File: config.mk
export PLATFORM = sky130hd
export DESIGN_NAME = mac_lane_array
export DESIGN_NICKNAME = d
export VERILOG_FILES = /design/src/rtl/mac_lane_array.sv
export SDC_FILE = /design/constraint.sdc
export NUM_CORES = 1
export LEC_CHECK = 0
export ABC_AREA = 1
export BUFFER_PORTS_ARGS = -buffer_cell sky130_fd_sc_hd__clkbuf_2
export CORE_UTILIZATION = 60
export CTS_CLUSTER_SIZE = 10
export DETAILED_ROUTE_END_ITERATION = 16
export PLACE_DENSITY = 0.89
export SYNTH_ARGS = -nofsm -noshare
export SYNTH_HDL_FRONTEND = slang
export SYNTH_SLANG_ARGS = --single-unit
File: constraint.sdc
create_clock -name clk -period 9 [get_ports clk]
set_input_delay 1.35 -clock clk [delete_from_list [all_inputs] [get_ports clk]]
set_output_delay 1.35 -clock clk [all_outputs]
set_load 0.01 [all_outputs]
File: src/rtl/mac_lane_array.sv
// -----------------------------------------------------------------------------
// mac_lane_array
//
// Purpose:
//   NUM_LANES parallel multiply-accumulate lanes that share one unsigned
//   activation stream. Each lane has its own signed weight and bias. After
//   VEC_LEN accepted beats the accumulators are arithmetically shifted right by
//   SHIFT, saturated to a signed DATA_WIDTH value and presented on out_data
//   until the consumer takes them.
//
// Configuration macro:
//   MAC_LANE_ARRAY_RELU_EN - when defined, negative saturated lane results are
//                            output as zero (ReLU after requantisation).
//
// Parameters:
//   DATA_WIDTH - activation / weight / output element width
//   NUM_LANES  - number of MAC lanes
//   ACC_WIDTH  - per-lane signed accumulator width (must exceed 2*DATA_WIDTH+1)
//   VEC_LEN    - accepted beats per result vector (>= 1)
//   SHIFT      - requantisation arithmetic right shift (0..ACC_WIDTH-1)
//
// Ports:
//   clk        in   clock, all state on rising edge
//   reset      in   asynchronous active-high reset
//   start      in   begin a new vector (honoured in IDLE, or with the output
//                   handshake for back-to-back vectors)
//   bias       in   per-lane signed bias, lane i at [i*ACC_WIDTH +: ACC_WIDTH]
//   in_valid   in   activation/weight beat present
//   in_ready   out  beat accepted this cycle when in_valid is high
//   in_data    in   unsigned activation broadcast to all lanes
//   weight     in   per-lane signed weight, lane i at [i*DATA_WIDTH +: DATA_WIDTH]
//   out_valid  out  out_data holds a completed vector
//   out_ready  in   consumer accepts out_data
//   out_data   out  per-lane requantised signed result, same packing as weight
//   busy       out  high while accumulating or presenting a result
// -----------------------------------------------------------------------------
module mac_lane_array #(
    parameter int DATA_WIDTH = 8,
    parameter int NUM_LANES  = 4,
    parameter int ACC_WIDTH  = 32,
    parameter int VEC_LEN    = 784,
    parameter int SHIFT      = 8
) (
    input  logic                            clk,
    input  logic                            reset,
    input  logic                            start,
    input  logic [NUM_LANES*ACC_WIDTH-1:0]  bias,
    input  logic                            in_valid,
    output logic                            in_ready,
    input  logic [DATA_WIDTH-1:0]           in_data,
    input  logic [NUM_LANES*DATA_WIDTH-1:0] weight,
    output logic                            out_valid,
    input  logic                            out_ready,
    output logic [NUM_LANES*DATA_WIDTH-1:0] out_data,
    output logic                            busy
);

    localparam int CNT_W    = (VEC_LEN > 1) ? $clog2(VEC_LEN) : 1;
    localparam int PROD_W   = 2 * DATA_WIDTH + 1;
    localparam logic [CNT_W-1:0] LAST_BEAT = CNT_W'(VEC_LEN - 1);

    typedef enum logic [1:0] {
        S_IDLE   = 2'd0,
        S_ACCUM  = 2'd1,
        S_OUTPUT = 2'd2
    } state_t;

    state_t           state_q, state_d;
    logic [CNT_W-1:0] cnt_q, cnt_d;
    logic             load_bias;
    logic             beat_acc;

    // -------------------------------------------------------------------------
    // Control FSM
    // -------------------------------------------------------------------------
    always_ff @(posedge clk or posedge reset) begin
        if (reset) begin
            state_q <= S_IDLE;
            cnt_q   <= '0;
        end else begin
            state_q <= state_d;
            cnt_q   <= cnt_d;
        end
    end

    // Handshake outputs are decoded from state only, so in_ready never
    // depends on in_valid and out_valid never depends on out_ready.
    always_comb begin
        state_d   = state_q;
        cnt_d     = cnt_q;
        load_bias = 1'b0;
        beat_acc  = 1'b0;
        in_ready  = 1'b0;
        out_valid = 1'b0;
        busy      = 1'b0;
        case (state_q)
            S_IDLE: begin
                if (start) begin
                    load_bias = 1'b1;
                    cnt_d     = '0;
                    state_d   = S_ACCUM;
                end
            end
            S_ACCUM: begin
                in_ready = 1'b1;
                busy     = 1'b1;
                if (in_valid) begin
                    beat_acc = 1'b1;
                    if (cnt_q == LAST_BEAT) begin
                        cnt_d   = '0;
                        state_d = S_OUTPUT;
                    end else begin
                        cnt_d = cnt_q + 1'b1;
                    end
                end
            end
            S_OUTPUT: begin
                out_valid = 1'b1;
                busy      = 1'b1;
                if (out_ready) begin
                    // A start coinciding with the output handshake chains
                    // straight into the next vector without an idle cycle.
                    if (start) begin
                        load_bias = 1'b1;
                        cnt_d     = '0;
                        state_d   = S_ACCUM;
                    end else begin
                        state_d = S_IDLE;
                    end
                end
            end
            default: begin
                state_d = S_IDLE;
                cnt_d   = '0;
            end
        endcase
    end

    // -------------------------------------------------------------------------
    // Lanes
    // -------------------------------------------------------------------------
    genvar gi;
    generate
        for (gi = 0; gi < NUM_LANES; gi++) begin : g_lane
            logic signed [DATA_WIDTH-1:0] w_lane;
            logic signed [PROD_W-1:0]     act_ext;
            logic signed [PROD_W-1:0]     w_ext;
            logic signed [PROD_W-1:0]     prod;
            logic signed [ACC_WIDTH-1:0]  prod_ext;
            logic signed [ACC_WIDTH-1:0]  acc_q, acc_d;
            logic signed [ACC_WIDTH-1:0]  shifted;
            logic                         fits;
            logic [DATA_WIDTH-1:0]        sat;
            logic [DATA_WIDTH-1:0]        lane_res;

            assign w_lane = weight[gi*DATA_WIDTH +: DATA_WIDTH];

            // Both operands are widened to the product width up front so the
            // signed multiply is exact: the activation is zero-extended
            // (unsigned), the weight sign-extended.
            assign act_ext  = $signed({{(DATA_WIDTH+1){1'b0}}, in_data});
            assign w_ext    = {{(DATA_WIDTH+1){w_lane[DATA_WIDTH-1]}}, w_lane};
            assign prod     = act_ext * w_ext;
            assign prod_ext = {{(ACC_WIDTH-PROD_W){prod[PROD_W-1]}}, prod};

            always_comb begin
                acc_d = acc_q;
                if (load_bias) begin
                    acc_d = $signed(bias[gi*ACC_WIDTH +: ACC_WIDTH]);
                end else if (beat_acc) begin
                    acc_d = acc_q + prod_ext;   // wraps modulo 2^ACC_WIDTH
                end
            end

            always_ff @(posedge clk or posedge reset) begin
                if (reset) begin
                    acc_q <= '0;
                end else begin
                    acc_q <= acc_d;
                end
            end

            // The shifted value fits in DATA_WIDTH signed bits exactly when
            // every bit from the output sign position upward is identical.
            assign shifted = acc_q >>> SHIFT;
            assign fits    = (&shifted[ACC_WIDTH-1:DATA_WIDTH-1]) |
                             (~|shifted[ACC_WIDTH-1:DATA_WIDTH-1]);
            assign sat     = fits ? shifted[DATA_WIDTH-1:0]
                                  : {shifted[ACC_WIDTH-1],
                                     {(DATA_WIDTH-1){~shifted[ACC_WIDTH-1]}}};

`ifdef MAC_LANE_ARRAY_RELU_EN
            assign lane_res = sat[DATA_WIDTH-1] ? '0 : sat;
`else
            assign lane_res = sat;
`endif

            // Zero outside OUTPUT so the bus is quiet in reset and idle.
            assign out_data[gi*DATA_WIDTH +: DATA_WIDTH] =
                (state_q == S_OUTPUT) ? lane_res : '0;
        end
    endgenerate

endmodule

# After elaboration in Yosys (flattened, before gate mapping)
# Cells that the tools add are included.
# totals
mem_bits_rw	0
rom_bits	0
register_bits	140
memories	0
wordCells	82
latch_bits	0
# classes
multipliers	4
n_div	0
n_reduce_logical	17
n_eq_ne	7
addsub	5
n_lt_le_gt_ge	0
shift	0
mux	35
bitwise	8
# ops
operator	n
$mux W32	8
$add A32 B17 Y32	4
$mul A9 B8 Y17	4
$reduce_and A17 Y1	4
$reduce_or A17 Y1	4
$mux W8	8
$mux W10	4
$pmux W10 S3	1
$add A10 B1 Y10 const B	1
$eq A10 B10 Y1 const B	1
$mux W1	8
$mux W2	4
$ne A2 B2 Y1 const B	4
$pmux W2 S3	1
$logic_not A1 Y1	4
$not A1 Y1	4
$or A1 B1 Y1	4
$reduce_and A4 Y1	1
$eq A2 B1 Y1 const B	1
$eq A2 B2 Y1 const B	1
$logic_not A2 Y1	1
$pmux W1 S2	1
$reduce_and A2 Y1	1
$reduce_bool A2 Y1	1
$reduce_or A2 Y1	1

# Depth between registers and ports, before layout
# depth
depth_word	5
ltp_mapped	25
ltp_nobuf	23

# Least setup slack after synthesis
# No wires, ideal clock.
# synth_timing
path_kind	input to register
startpoint	input in_data[5]
endpoint	register g_lane[1].acc_q[20]
slack_ns	3.313
arrival_ns	5.566
setup_time_ns	0.121
n_path_buf	2
cell_stages	22
cell_sequence	clkbuf_1 > buf_1 > nand2_1 > fa_1 > inv_1 > fa_1 > inv_1 > fa_1 > inv_1 > fa_1 > fa_1 > ha_1 > nand2_1 > nand3_1 > nand2_1 > nand2_1 > nand2_1 > nand3_1 > nand2_1 > nand2_1 > o21bai_1 > nand2_1
# synth_between
elab_chain_len	4
# synth_lines
element	line_no	source
start, declared	50	input logic [DATA_WIDTH-1:0] in_data,
$mul A9 B8 Y17	163	assign prod = act_ext * w_ext;
$add A32 B17 Y32	171	acc_d = acc_q + prod_ext;
$mux W32	170	end else if (beat_acc) begin
$mux W32	168	if (load_bias) begin
end signal, assigned	177	acc_q <= '0;
end signal, assigned	179	acc_q <= acc_d;
end, declared	150	logic signed [ACC_WIDTH-1:0] acc_q, acc_d;
# No other way between the ends. The select of a mux whose other input is x is not followed.
# A chain may end at the register's enable or synchronous reset.

# Final worst setup path
# layout_timing
startpoint	input in_data[4]
endpoint	register g_lane[2].acc_q[18]
# layout_between
elab_chain_len	4
# layout_lines
element	line_no
$mul A9 B8 Y17	163
$add A32 B17 Y32	171
$mux W32	170
$mux W32	168
end signal, assigned	177
end signal, assigned	179
end, declared	150
# No other way between the ends. The select of a mux whose other input is x is not followed.

==> metrics <==
first-pass GRT wire length=123000 um; Post-Route WL=75300 um; CTS resizes=0; Syn Nets=4768; Reg clk slew, reported paths=0.07 ns; Tot GR Track Use=35.0%; endpoints failing hold=0; Mapped Area=0.0264 mm^2; gr ovfl total=0; H-tree depth=4; die area=0.0448 mm^2; status=finished, final reports clean; Synth cell types=43; # DRC=0; Yosys reg bits=140; most frequent cells in the layout=nand2_1, inv_1, ha_1; Vias/cell=5.43; CP Max Fanout=32; Slowest cell on crit path=clkbuf_2; Post-synth ARST share=100%; largest net degree at the start of global routing=118; die width=212 um; Worst Setup End Kind=register; hold crit path type=reg2reg; fin crit period=5.94 ns; postcts setup bufs=0; routing usage on met3=6.71%; max-cap violation count=0; First DRT Iteration DRCs=2539; met1 Use GR=45.5%; fmax=168 MHz; initial antenna violation count=7; Max-slew headroom=28.9%; vias in the first global route=25000; chip height=212 um; Final setup viols=0; CORE AREA=0.0432 mm^2; Yosys warning total=0; Worst-Skew Late Latency=0.53 ns; area grow syn2layout=7.39%; Final Slew Violations=0; CP Class=in2reg; CTS buffer count=17; Slew @ Worst Pin=1.07 ns; post-synthesis sequential area ratio=13.3%; # clock sinks=140; TritonCTS clock tree=yes; CTS max path bufs=2; Tcrit/Tclk final=66.0%; NumNets Final=4893; WL/cell=16.1 um; first-pass iteration count of the detailed router=9; CP Cell Sequence=clkbuf_2 > nand2_1 > fa_1 > inv_1 > fa_1 > ha_1 > inv_1 > fa_1 > inv_1 > ha_1 > ha_1 > inv_1 > fa_1 > inv_1 > nand3_1 > nand3_1 > nand2_1 > nand2_1 > nand3_1 > nand3_1 > nand3_1 > nand2_1 > nand2_1; met2 Resource Use GR=56.5%; worst endpoint required time=9.42 ns; Placer Congestion=0.999; Main synth FF type=dfrtp_1; IO Port Bufs=207; hpwl dp=59100 um; most common cell after layout, fill and taps aside=nand2_1; sum of negative setup slack=0 ns; starting density of the core=61.1%; RSZ-0062 raised after global routing=false; share of layout cells above drive strength 1=6.50%; via count=25400; CTS root buffer=clkbuf_16; crit path DAT=6.36 ns; Syn Inst Count=3952; Setup crit start kind=primary input; delay of the slowest cell on the worst path=0.64 ns; EDFF count, synth=0; hold buffers post-CTS=0; Routed Antenna Nets=0; syn avg cell area=6.67 um^2; Most Crowded Layer GR=met2; row cnt=76; Max Clock Skew=0.0135 ns; IO Pins=208
[path summary, 6_finish.rpt]
check	to	from	slack, ns	depth (start not counted)
hold / removal	g_lane[3].acc_q[13]	g_lane[3].acc_q[13]	0.52	2
max in group asynchronous	g_lane[3].acc_q[7]	reset	6.57	3
hold reg to reg	g_lane[3].acc_q[13]	g_lane[3].acc_q[13]	0.52	2
setup / recovery	g_lane[2].acc_q[18]	in_data[4]	3.06	23
min in group asynchronous	g_lane[0].acc_q[23]	reset	1.00	2
setup reg to reg	g_lane[2].acc_q[18]	g_lane[2].acc_q[4]	4.33	22
[state kept, by name (all words and copies together), names as in the netlist]
signal and cells:
cnt_q 10, g_lane.acc_q 128, state_q 2
[final cells by class]
cell class	instances	area [um^2]
Multi-Input combinational cell	2821	19000
Fill cell	3784	14900
Sequential cell	140	3500
Inverter	883	3330
Timing Repair Buffer	214	1090
Tap cell	585	732
Clock buffer	17	425
Clock inverter	15	190
Antenna cell	4	10.0
[cell families (layout without fill, tap and decap cells)]
family	after synthesis	after routing	synth area share, %
AND/OR/NAND/NOR	1827	1827	27.9
buffers and inverters	991	1129	14.5
adder cells (fa/ha/maj)	643	643	36.4
AO/OA/AOI/OAI	306	306	6.41
flip-flops	140	140	13.3
XOR/XNOR	45	45	1.50
other	0	4	0
[per-layer routing]
| layer | part of all wire (%) | routed length (um) |
|---|---|---|
| met5 | 0.061 | 46 |
| met4 | 4.0 | 3010 |
| met3 | 8.7 | 6560 |
| met2 | 45 | 33900 |
| met1 | 42 | 31700 |
[worst max-delay path: cells and delay by family]
kind                       cells  cell delay [ns]
adders and majority gates      7             2.66
buffers and inverters          6             0.99
and+or+nand+nor               10             1.31
[synthesized netlist by cell type, types with 23 or more instances]
master	number	area, um^2
clkbuf_2	23	115
nand2_1	1278	4800
o22ai_1	26	163
o21ai_0	120	601
ha_1	437	5470
clkbuf_1	54	203
a21oi_1	86	430
o21ai_1	23	115
nand4_1	36	225
xor2_1	26	228
nor2_1	284	1070
dfrtp_1	140	3500
inv_1	878	3300
fa_1	206	4120
nand3_1	170	851
[through the flow]
step	utilization (%)	cell area, um^2	instances	hold WS (ns)	worst slack [ns]
global route	65.6	28300	4678	0.546	2.79
finish	65.6	28300	4679	0.516	3.06
detailed placement	64.1	27700	4643	0.495	2.65
floorplan	-	26400	3952	0.459	3.31
global placement	64.1	27700	4643	0.472	2.73
CTS	65.5	28300	4675	0.512	3.18
Power is left out: the tool's default activity adds up to more than one toggle a clock period on the data nets, which glitch-free logic cannot reach.
